[src/rtl/obuf_drain_if.sv]
// Output-buffer drain bus: start/status, memory read port and stream.
// The master side belongs to the drain engine.
interface obuf_drain_if #(
    parameter int MEM_DATA_WIDTH = 64,
    parameter int MEM_ADDR_WIDTH = 11,
    parameter int LEN_W          = 12
);
    logic                      start;
    logic [MEM_ADDR_WIDTH-1:0] base_addr;
    logic [LEN_W-1:0]          num_words;
    logic                      busy;
    logic                      done;
    logic                      mem_read_req;
    logic [MEM_ADDR_WIDTH-1:0] mem_read_addr;
    logic [MEM_DATA_WIDTH-1:0] mem_read_data;
    logic                      m_valid;
    logic [MEM_DATA_WIDTH-1:0] m_data;
    logic                      m_last;
    logic                      m_ready;

    modport master (
        input  start, base_addr, num_words, mem_read_data, m_ready,
        output busy, done, mem_read_req, mem_read_addr,
        output m_valid, m_data, m_last
    );

    modport slave (
        output start, base_addr, num_words, mem_read_data, m_ready,
        input  busy, done, mem_read_req, mem_read_addr,
        input  m_valid, m_data, m_last
    );
endinterface

[src/rtl/obuf_drain.sv]
// Drains a window of the output-buffer memory into a valid/ready stream.
// Reads are throttled so a staging FIFO can always absorb returned data.
module obuf_drain #(
    parameter int MEM_DATA_WIDTH = 64,
    parameter int MEM_ADDR_WIDTH = 11,
    parameter int LEN_W          = 12,
    parameter int FIFO_DEPTH     = 4
) (
    input logic         clk,
    input logic         reset,
    obuf_drain_if.master bus
);
    localparam int PW = $clog2(FIFO_DEPTH);
    localparam int CW = PW + 1;

    typedef enum logic [1:0] {IDLE, READ, FLUSH} state_t;

    state_t                    state_q, state_d;
    logic [MEM_ADDR_WIDTH-1:0] next_addr_q, next_addr_d;
    logic [MEM_ADDR_WIDTH-1:0] last_addr_q, last_addr_d;
    logic [LEN_W-1:0]          rd_left_q, rd_left_d;
    logic                      inflight_q, inflight_d;
    logic                      infl_last_q, infl_last_d;
    logic [PW-1:0]             wr_ptr_q, wr_ptr_d;
    logic [PW-1:0]             rd_ptr_q, rd_ptr_d;
    logic [CW-1:0]             cnt_q, cnt_d;
    logic                      busy_q, busy_d;
    logic                      done_q, done_d;

    logic [MEM_DATA_WIDTH-1:0] fifo_data [FIFO_DEPTH];
    logic                      fifo_last [FIFO_DEPTH];

    logic accept, push, pop, rd_req, last_hs;

    // Handshake qualifiers and read throttle
    always_comb begin
        accept  = bus.start && !busy_q && (state_q == IDLE);
        push    = inflight_q;
        pop     = (cnt_q != '0) && bus.m_ready;
        rd_req  = (state_q == READ) &&
                  ((cnt_q + CW'(inflight_q)) < CW'(FIFO_DEPTH));
        last_hs = pop && fifo_last[rd_ptr_q];
    end

    // Next-state logic for the sequencer, read address and FIFO pointers
    always_comb begin
        state_d     = state_q;
        next_addr_d = next_addr_q;
        last_addr_d = last_addr_q;
        rd_left_d   = rd_left_q;
        done_d      = 1'b0;
        case (state_q)
            IDLE: begin
                if (accept) begin
                    if (bus.num_words != '0) begin
                        state_d     = READ;
                        next_addr_d = bus.base_addr;
                        rd_left_d   = bus.num_words;
                    end else begin
                        done_d = 1'b1;
                    end
                end
            end
            READ: begin
                if (rd_req) begin
                    last_addr_d = next_addr_q;
                    next_addr_d = next_addr_q + MEM_ADDR_WIDTH'(1);
                    rd_left_d   = rd_left_q - LEN_W'(1);
                    if (rd_left_q == LEN_W'(1)) state_d = FLUSH;
                end
            end
            FLUSH: begin
                if (last_hs) begin
                    state_d = IDLE;
                    done_d  = 1'b1;
                end
            end
            default: state_d = IDLE;
        endcase
        inflight_d  = rd_req;
        infl_last_d = rd_req && (rd_left_q == LEN_W'(1));
        wr_ptr_d    = push ? wr_ptr_q + PW'(1) : wr_ptr_q;
        rd_ptr_d    = pop ? rd_ptr_q + PW'(1) : rd_ptr_q;
        cnt_d       = cnt_q + CW'(push) - CW'(pop);
        // busy also covers the done cycle after the final handshake
        busy_d      = (state_d != IDLE) || last_hs;
    end

    // State registers with synchronous reset
    always_ff @(posedge clk) begin
        if (reset) begin
            state_q     <= IDLE;
            next_addr_q <= '0;
            last_addr_q <= '0;
            rd_left_q   <= '0;
            inflight_q  <= 1'b0;
            infl_last_q <= 1'b0;
            wr_ptr_q    <= '0;
            rd_ptr_q    <= '0;
            cnt_q       <= '0;
            busy_q      <= 1'b0;
            done_q      <= 1'b0;
        end else begin
            state_q     <= state_d;
            next_addr_q <= next_addr_d;
            last_addr_q <= last_addr_d;
            rd_left_q   <= rd_left_d;
            inflight_q  <= inflight_d;
            infl_last_q <= infl_last_d;
            wr_ptr_q    <= wr_ptr_d;
            rd_ptr_q    <= rd_ptr_d;
            cnt_q       <= cnt_d;
            busy_q      <= busy_d;
            done_q      <= done_d;
        end
    end

    // Capture returned read data one cycle after its request
    always_ff @(posedge clk) begin
        if (push && !reset) begin
            fifo_data[wr_ptr_q] <= bus.mem_read_data;
            fifo_last[wr_ptr_q] <= infl_last_q;
        end
    end

    assign bus.busy          = busy_q;
    assign bus.done          = done_q;
    assign bus.mem_read_req  = rd_req;
    assign bus.mem_read_addr = rd_req ? next_addr_q : last_addr_q;
    assign bus.m_valid       = (cnt_q != '0);
    assign bus.m_data        = fifo_data[rd_ptr_q];
    assign bus.m_last        = (cnt_q != '0) && fifo_last[rd_ptr_q];
endmodule

[src/flat_wrapper.sv]
// flat-port wrapper written by rule: the top's interface ports become plain ports
module obuf_drain_flat 
#(
    parameter int MEM_DATA_WIDTH = 64,
    parameter int MEM_ADDR_WIDTH = 11,
    parameter int LEN_W          = 12,
    parameter int FIFO_DEPTH     = 4
)
  (clk, reset, bus_start, bus_base_addr, bus_num_words, bus_mem_read_data, bus_m_ready, bus_busy, bus_done, bus_mem_read_req, bus_mem_read_addr, bus_m_valid, bus_m_data, bus_m_last);
  obuf_drain_if #(.MEM_DATA_WIDTH(MEM_DATA_WIDTH), .MEM_ADDR_WIDTH(MEM_ADDR_WIDTH), .LEN_W(LEN_W)) bus_i ();
  input logic clk;
  input logic reset;
  input wire logic [$bits(bus_i.start)-1:0] bus_start;
  input wire logic [$bits(bus_i.base_addr)-1:0] bus_base_addr;
  input wire logic [$bits(bus_i.num_words)-1:0] bus_num_words;
  input wire logic [$bits(bus_i.mem_read_data)-1:0] bus_mem_read_data;
  input wire logic [$bits(bus_i.m_ready)-1:0] bus_m_ready;
  output wire logic [$bits(bus_i.busy)-1:0] bus_busy;
  output wire logic [$bits(bus_i.done)-1:0] bus_done;
  output wire logic [$bits(bus_i.mem_read_req)-1:0] bus_mem_read_req;
  output wire logic [$bits(bus_i.mem_read_addr)-1:0] bus_mem_read_addr;
  output wire logic [$bits(bus_i.m_valid)-1:0] bus_m_valid;
  output wire logic [$bits(bus_i.m_data)-1:0] bus_m_data;
  output wire logic [$bits(bus_i.m_last)-1:0] bus_m_last;
  assign bus_i.start = bus_start;
  assign bus_i.base_addr = bus_base_addr;
  assign bus_i.num_words = bus_num_words;
  assign bus_i.mem_read_data = bus_mem_read_data;
  assign bus_i.m_ready = bus_m_ready;
  assign bus_busy = bus_i.busy;
  assign bus_done = bus_i.done;
  assign bus_mem_read_req = bus_i.mem_read_req;
  assign bus_mem_read_addr = bus_i.mem_read_addr;
  assign bus_m_valid = bus_i.m_valid;
  assign bus_m_data = bus_i.m_data;
  assign bus_m_last = bus_i.m_last;
  obuf_drain #(.MEM_DATA_WIDTH(MEM_DATA_WIDTH), .MEM_ADDR_WIDTH(MEM_ADDR_WIDTH), .LEN_W(LEN_W), .FIFO_DEPTH(FIFO_DEPTH)) u_core (.clk(clk), .reset(reset), .bus(bus_i));
endmodule
[config.mk]
export PLATFORM = sky130hd
export DESIGN_NAME = obuf_drain_flat
export DESIGN_NICKNAME = d
export VERILOG_FILES = /design/src/rtl/obuf_drain_if.sv /design/src/rtl/obuf_drain.sv /design/src/flat_wrapper.sv
export SDC_FILE = /design/constraint.sdc
export NUM_CORES = 1
export LEC_CHECK = 0
export ABC_AREA = 1
export BUFFER_PORTS_ARGS = -buffer_cell sky130_fd_sc_hd__buf_2
export CAP_MARGIN = 20
export CORE_MARGIN = 4
export CORE_UTILIZATION = 61
export DETAILED_ROUTE_END_ITERATION = 10
export PLACE_DENSITY = 0.83
export SKIP_LAST_GASP = 1
export SYNTH_ARGS = -nofsm -noshare
export SYNTH_HDL_FRONTEND = slang
export SYNTH_SLANG_ARGS = --single-unit
[constraint.sdc]
create_clock -name clk -period 8.7 [get_ports clk]
set_clock_uncertainty 0.1 [all_clocks]
set_input_delay 1.305 -clock clk [delete_from_list [all_inputs] [get_ports clk]]
set_output_delay 1.305 -clock clk [all_outputs]
set_load 0.01 [all_outputs]
---- After elaboration in Yosys (flattened, before gate mapping) ----
Memories as Yosys holds them, arrays and structs flattened. A register that Yosys moved wholly into a read port is not among the register bits.
Cells that the tools add are included.
Widths: inputs -> output; s select.
cells by class
  add/sub/neg operators ................... 6
  multiply operators ...................... 0
  div/mod/pow operators ................... 0
  magnitude comparators ................... 1
  equality and inequality tests ........... 6
  shifts and indexed selects .............. 0
  mux-type cells .......................... 25
  bitwise gates (word level) .............. 0
  reduce and logical (&&, ||, !) cells .... 17
operators with widths
  kind                   number
  $mux 11                4
  $mux 12                3
  $pmux 12 s2            1
  $pmux 11 s2            1
  $mux 2                 9
  $eq 12x1->1 const B    1
  $reduce_bool 12->1     1
  $sub 12x1->12 const B  1
  $add 11x1->11 const B  1
  $logic_and 1x1->1      8
  $pmux 2 s3             1
  $mux 1                 5
  $add 2x1->2 const B    2
  $ne 2x1->1 const B     2
  $reduce_and 4->1       1
  $reduce_bool 2->1      2
  $add 3x1->3            1
  $lt 3x3->1 const B     1
  $reduce_bool 3->1      1
  $sub 3x1->3            1
  $eq 2x1->1 const B     1
  $eq 2x2->1 const B     1
  $logic_not 1->1        2
  $logic_not 2->1        1
  3 further kinds        3
storage, ports and cells
  flip-flop bits (word level) ............. 47
  latch bits .............................. 0
  RAM bits ................................ 260
  ROM bits ................................ 0
  memories kept ........................... 2
memories
  name              depth  bits a word  read ports  clocked after memory_dff  write ports  RTL line          source
  u_core.fifo_data  4      64           1           1                         1            obuf_drain.sv:30  logic [MEM_DATA_WIDTH-1:0] fifo_data [FIFO_DEPTH];
  u_core.fifo_last  4      1            1           1                         1            obuf_drain.sv:31  logic fifo_last [FIFO_DEPTH];

---- Logic depth before layout (Yosys ltp) ----
Gate-level depths: netlist of the first run.
  word-level depth ........................ 7
  gate-level depth with buffers ........... 11
  mapped depth without buffers ............ 11

---- Worst setup path after synthesis of the first run ----
Ideal clock, no wire load.
  path kind ............................... input to register
  start point ............................. in reset
  end point ............................... mem u_core.fifo_data[0][0] (enable)
  library setup time ...................... 0.488 ns
  arrival time ............................ 4.270 ns
  required time ........................... 8.112 ns
  slack ................................... 3.842 ns
  stages on the path ...................... 3
  path through ............................ inv_1 -> nand2_1 -> nor2_1
on the way
  word-level cells in the longest chain between the ends .. 4
RTL lines
  what                          RTL line            source
  from (decl)                   flat_wrapper.sv:12  input logic reset;
  $logic_not 1->1               obuf_drain.sv:120   if (push && !reset) begin
  $logic_and 1x1->1             obuf_drain.sv:120
  $mux 1                        obuf_drain.sv:120
  $mux 1 (implied by the code)  obuf_drain.sv:121   fifo_data[wr_ptr_q] <= bus.mem_read_data;
  to (decl)                     obuf_drain.sv:30
Every way passes these cells.

==> summary.txt, run 1 <==
status: finished clean
Placement Cell Area: 0.01332 mm²
post-CTS sizing: 0
Synth top cells by count: 260 x edfxtp_1, 197 x nor2_1, 168 x o21ai_0, 99 x nand2_1, 64 x o22ai_1
Cell Area, Synth: 0.01230 mm²
Initial Util: 62.60%
CP cell instances: buf_4 -> clkinv_1 -> buf_4 -> o21ai_0 -> o22ai_1 -> buf_2
critical path endpoint category: primary output
EDFF count, synth: 260
Top FF cell, synth: edfxtp_1
drt via density: 5.697
wire length per cell: 17.58 µm
Synth warnings: 0
final worst path period share: 53.99%
Num CTS Buffers: 30
drt pass-1 iters: 5
total vias in the final route: 8534
top cell type's share of synthesized area: 63.46%
first-pass GRT wire length: 41340 µm
Clock Sinks: 309
Core Region: 0.01965 mm²
fillers: 1316
Final Hold Fails: 0
RSZ-0062 raised after global routing: false
vias in the first global route: 8144
post-route ant nets: 0
hpwl dp: 15300 µm
fraction of layout cells with a size suffix above 1: 20.47%
GRT overflow: 0
DRT iter0 DRCs: 730
most frequent CP cell: buf_4
CP max-delay cell: clkinv_1
final setup fails: 0
Post-Route WL: 26330 µm
Synth Register Bits: 309
Highest Clock Rate: 212.9 MHz
reg-to-reg slack, setup: 5.95 ns
chip height: 150.0 µm
Sum Neg Setup Slack: 0 ns
Final min period: 4.697 ns
synthesized netlist cell count: 1055
largest net degree at the start of global routing: 99
worst r2r path cells: 7
VDD IR max: 0.2074 mV
worst setup path endpoint: bus_m_data[28]
gr usage total: 22.92%
Syn Area/Cell: 11.66 µm²
Max stage delay on crit path: 0.84 ns
Synth cell types: 34
clock latency on the worst-skew pair: 0.53 ns
CTS clk-pin slew, worst paths: 0.06 ns
hold_ws: 0.3776 ns
synth top area cells: edfxtp_1 63%, dfxtp_1 8.0%, o21ai_0 6.8%
Hold Crit Class: reg2reg
Area Overhead vs Synth: 15.73%
worst-path fanout max: 66
r2r endpoint: u_core.bus.done$_SDFF_PP0_
Clock Tree Root: clkbuf_16
Synth async-reset ratio: 0%
clk buf depth: 3
CTS tree: done
antenna violations before repair: 5
die area: 0.02250 mm²
Required @ worst endpoint: 7.30 ns
htree depth: 1
Yosys top cell by area: edfxtp_1
Worst-Margin Slew: 0.9659 ns
FP Rows: 51
post-route cell area: 0.01424 mm²
# hold bufs at CTS: 0
sequential area share after synthesis: 71.43%
Crit Path Class: reg2out
power per standard cell area: 272.1 mW/mm²
maxcap violations: 0
startpoint class of the critical path: register
fin. max-slew vios: 0
hold path depth: 0
Post-CTS Setup Bufs: 0
die width: 150.0 µm
number of port buffers: 170
IO Pins: 171
residual DRC count: 0
syn nets: 1157
Arr. time, crit path: 3.29 ns
gpl congestion: 0.8813
top-count cell post-synth: edfxtp_1
nets: 1310
Leak: 0.005355 µW
Slew HR: 35.61%
## power breakdown
group / internal (µW) / switching [µW] / leakage, µW
Sequential: 1680 / 60.7 / 0.00275
Clock: 677 / 514 / 0.000442
Combinational: 317 / 628 / 0.00217
## layout make-up
cell class                 instances  area, µm²  area share (%)
sequential                       309       8793           61.76
multi-input combinational        631       3055           21.46
timing repair buffer             178      910.9           6.397
clock buffer                      35      790.8           5.554
tap                              265      331.6           2.329
inverter                          58      224.0           1.573
clock inverter                    20      127.6          0.8963
antenna                            2      5.005         0.03515
## worst max-delay path, delay by kind of cell (launching register included)
kind / cells / cell delay [ns]
buf+inv: 4 / 2.11
compound gates: 2 / 0.34
flops: 1 / 0.31
## registers in the layout (all words and copies together), names as in the netlist, 3 cells and up, named ones only
signal	count
u_core.cnt_q	3
u_core.fifo_data	256
u_core.last_addr_q	11
u_core.fifo_last	4
u_core.next_addr_q	11
u_core.rd_left_q	12
## layout by cell type, fill, tap and decap left out, types with 2 or more instances in the layout
| cell | count |
|---|---|
| a21oi_1 | 25 |
| a21oi_2 | 2 |
| a31oi_1 | 2 |
| buf_2 | 170 |
| buf_4 | 8 |
| clkbuf_1 | 4 |
| clkbuf_16 | 31 |
| clkinv_1 | 9 |
| clkinv_2 | 6 |
| clkinvlp_2 | 2 |
| clkinvlp_4 | 2 |
| dfxtp_1 | 47 |
| diode_2 | 2 |
| edfxtp_1 | 260 |
| ha_1 | 11 |
| inv_1 | 54 |
| inv_6 | 2 |
| nand2_1 | 99 |
| nand2_2 | 3 |
| nand2_4 | 2 |
| nand3_1 | 33 |
| nand4_1 | 4 |
| nor2_1 | 193 |
| nor2_4 | 5 |
| o21ai_0 | 168 |
| o22ai_1 | 64 |
| or2_2 | 11 |
## how the worst min path moves through the flow
stage / from / to / slack (ns)
floorplan: u_core.rd_ptr_q[1]$_SDFFE_PP0P_ / register / 0.34
global placement: u_core.rd_ptr_q[1]$_SDFFE_PP0P_ / register / 0.35
detailed placement: u_core.rd_ptr_q[0]$_SDFFE_PP0P_ / u_core.rd_ptr_q[0]$_SDFFE_PP0P_ / 0.37
CTS: u_core.rd_ptr_q[1]$_SDFFE_PP0P_ / register / 0.38
global route: u_core.rd_ptr_q[0]$_SDFFE_PP0P_ / u_core.rd_ptr_q[0]$_SDFFE_PP0P_ / 0.40
finish: u_core.infl_last_q$_SDFF_PP0_ / u_core.fifo_last[2]$_DFFE_PP_ / 0.38
## cells by family after synthesis
logic type / share of synthesized area [%]
flip-flops: 71.43
AO/OA/AOI/OAI: 11.54
buffers and inverters: 3.976
adder cells (fa/ha/maj): 1.119
XOR/XNOR: 0.1424
AND/OR/NAND/NOR: 11.79
## stage by stage
| stage | util (%) | std cells | worst slack (ns) | total power [µW] |
|---|---|---|---|---|
| floorplan | - | 1055 | 3.842 | 2383 |
| global placement | 67.75 | 1441 | 4.402 | 2675 |
| detailed placement | 67.75 | 1441 | 4.391 | 2704 |
| CTS | 72.42 | 1496 | 3.984 | 3892 |
| global route | 72.45 | 1498 | 3.762 | 4082 |
| finish | 72.45 | 1498 | 4.003 | 3875 |
## routing by layer
layer | part of all wire (%) | up-vias | track usage (%)
met5 | 0.18 | - | 0
li1 | - | 4034 | -
met4 | 1.8 | 6 | 5.901
met1 | 38 | 4031 | 30.73
met3 | 9.7 | 48 | 4.573
met2 | 50 | 415 | 38.82
No activity file was read; power rests on OpenSTA's default activity.
==> run 2, diff against run 1 <==
CORE_UTILIZATION = 57   (was 61)
PLACE_DENSITY = 0.78   (was 0.83)
clock period = 4.4 ns   (was 8.7 ns; I/O delays follow)
==> summary.txt, run 2 (same netlist as run 1, synthesis figures left out) <==
Hold Crit Class: in2reg
clock latency on the worst-skew pair: 0.54 ns (about the same)
Gate power share: 23.4% (-1.0 points)
largest net degree at the start of global routing: 89 (-10%)
worst setup path endpoint: bus_m_data[18]
worst-path fanout max: 73 (+11%)
Crit Path Class: reg2out
RR Startpoint: u_core.inflight_q$_SDFF_PP0_
startpoint class of the critical path: register
RSZ-0062 raised after global routing: false
CTS tree: done
sw frac: 30.30% (-0.74 points)
vias in the first global route: 8244 (+1.2%)
Leak: 0.005430 µW (+1.4%)
die width: 154.9 µm (+3.3%)
r2r endpoint: u_core.bus.busy$_SDFF_PP0_
most frequent cells in the layout: 260 x edfxtp_1, 193 x nor2_1, 170 x buf_2
Sum Neg Setup Slack: 0 ns (unchanged)
post-CTS sizing: 0 (unchanged)
Num CTS Buffers: 30 (unchanged)
Area Overhead vs Synth: 16.93%
final worst path period share: 77.08%
antenna violations before repair: 4 (-1)
largest registers in the final layout: u_core.fifo_data x256, u_core.rd_left_q x12
net switching power figure: 2374 µW (+97%)
fraction of layout cells with a size suffix above 1: 20.78% (+0.30 points)
htree depth: 1 (unchanged)
post-route cell area: 0.01439 mm² (+1.0%)
DRT iter0 DRCs: 718 (-1.6%)
drt via density: 5.534 (-2.9%)
gpl congestion: 0.8852 (+0.44%)
Max stage delay on crit path: 0.71 ns (-0.13 ns)
number of port buffers: 170 (unchanged)
Clock power frac: 32.3% (+1.6 points)
reg-to-reg slack, setup: 2.13 ns (-3.82 ns)
CP max-delay cell: dfxtp_4
status: finished clean
clk buf depth: 3 (unchanged)
Clock Sinks: 309 (unchanged)
fin. max-slew vios: 0 (unchanged)
commonest non-fill, non-tap cell in the layout: edfxtp_1
drt pass-1 iters: 7 (+2)
CTS clk-pin slew, worst paths: 0.06 ns (about the same)
residual DRC count: 0 (unchanged)
IO Pins: 171 (unchanged)
die area: 0.02400 mm² (+6.6%)
worst r2r path cells: 10 (+3)
Initial Util: 58.16% (-4.4 points)
multi-input logic area: 0.003055 mm² (unchanged)
gr usage total: 21.19% (-1.7 points)
nets: 1315 (+0.38%)
Placement Cell Area: 0.01339 mm² (+0.56%)
Arr. time, crit path: 2.63 ns (-0.66 ns)
Post-Route WL: 25970 µm (-1.4%)
Clock Tree Root: clkbuf_16
total vias in the final route: 8379 (-1.8%)
Core Region: 0.02115 mm² (+7.6%)
Largest register FFs: 256 (unchanged)
# hold bufs at CTS: 0 (unchanged)
Internal: 5460 µW (+100%)
Worst-Margin Slew: 0.8495 ns (-0.1164 ns)
Slew HR: 43.36% (+7.8 points)
FP Rows: 53 (+3.9%)
power per standard cell area: 544.5 mW/mm² (+100%)
first-pass GRT wire length: 41410 µm (+0.17%)
Highest Clock Rate: 294.8 MHz
Final min period: 3.392 ns
final setup fails: 0 (unchanged)
post-route ant nets: 0 (unchanged)
VDD IR max: 0.3795 mV (+83%)
fillers: 1495 (+14%)
Post-CTS Setup Bufs: 0 (unchanged)
register area: 0.008793 mm² (unchanged)
hold path depth: 1 (+1)
Final Hold Fails: 0 (unchanged)
Sequential Power Share: 44.3% (-0.6 points)
hpwl dp: 15350 µm (+0.34%)
maxcap violations: 0 (unchanged)
critical path endpoint category: primary output
wire length per cell: 17.15 µm (-2.4%)
GRT overflow: 0 (unchanged)
CP cell instances: buf_4 -> o21ai_0 -> o22ai_1 -> buf_2
Top reg by flops: u_core.fifo_data
chip height: 154.9 µm (+3.3%)
Required @ worst endpoint: 3.64 ns (-3.66 ns)
[run 2: through the flow]
stage | util, % | hold WS, ns | worst slack [ns] | instances | total power (µW)
after floorplan | - | 0.3358 | 0.1871 | 1055 | 4712
after global placement | 63.30 | 0.3529 | 1.326 | 1456 | 5306
after detailed placement | 63.30 | 0.3612 | 1.238 | 1456 | 5355
after CTS | 67.98 | 0.2148 | 0.9763 | 1512 | 7880
after global routing | 68.00 | 0.2182 | 0.8343 | 1513 | 8256
final | 68.01 | 0.2384 | 1.008 | 1514 | 7834
[run 2: how the worst min path moves through the flow]
stage,end,slack [ns],start
final,u_core.fifo_data[1][60]$_DFFE_PP_,0.24,bus_mem_read_data[60]
after global routing,u_core.fifo_data[3][59]$_DFFE_PP_,0.22,bus_mem_read_data[59]
after CTS,u_core.fifo_data[1][59]$_DFFE_PP_,0.21,bus_mem_read_data[59]
after detailed placement,u_core.rd_left_q[6]$_SDFFE_PP0P_,0.36,u_core.rd_left_q[6]$_SDFFE_PP0P_
after global placement,register,0.35,u_core.rd_ptr_q[0]$_SDFFE_PP0P_
after floorplan,register,0.34,u_core.rd_ptr_q[1]$_SDFFE_PP0P_
[run 2: worst max-delay path, delay by kind of cell, from the launching register on]
kind | cells | cell delay, ns
compound gates | 2 | 0.50
buf+inv | 2 | 0.86
flops | 1 | 0.71
[run 2: cell type report]
cell class / instances / share of cell area, %
Inverter: 58 / 1.557
Tap cell: 275 / 2.392
Clock buffer: 33 / 5.444
Sequential cell: 309 / 61.12
Clock inverter: 23 / 1.444
Antenna cell: 2 / 0.03479
Multi-Input combinational cell: 631 / 21.24
Timing Repair Buffer: 183 / 6.766
[run 2: metal layers]
metal  share of wire, %  global-route usage [%]
met3                7.9                   3.866
met1                 41                   28.68
met2                 49                   35.70
met5               0.11                       0
met4                1.9                   5.845
[run 2: power groups by stage]
| stage | clock [µW] | combinational (µW) | sequential (µW) |
|---|---|---|---|
| 3_5_place_dp | 0 | 1830 | 3530 |
| 5_1_grt | 2710 | 2060 | 3490 |
| 3_3_place_gp | 0 | 1780 | 3530 |
| 6_report | 2530 | 1830 | 3470 |
| 4_1_cts | 2570 | 1840 | 3470 |
| 2_1_floorplan | 0 | 1270 | 3440 |
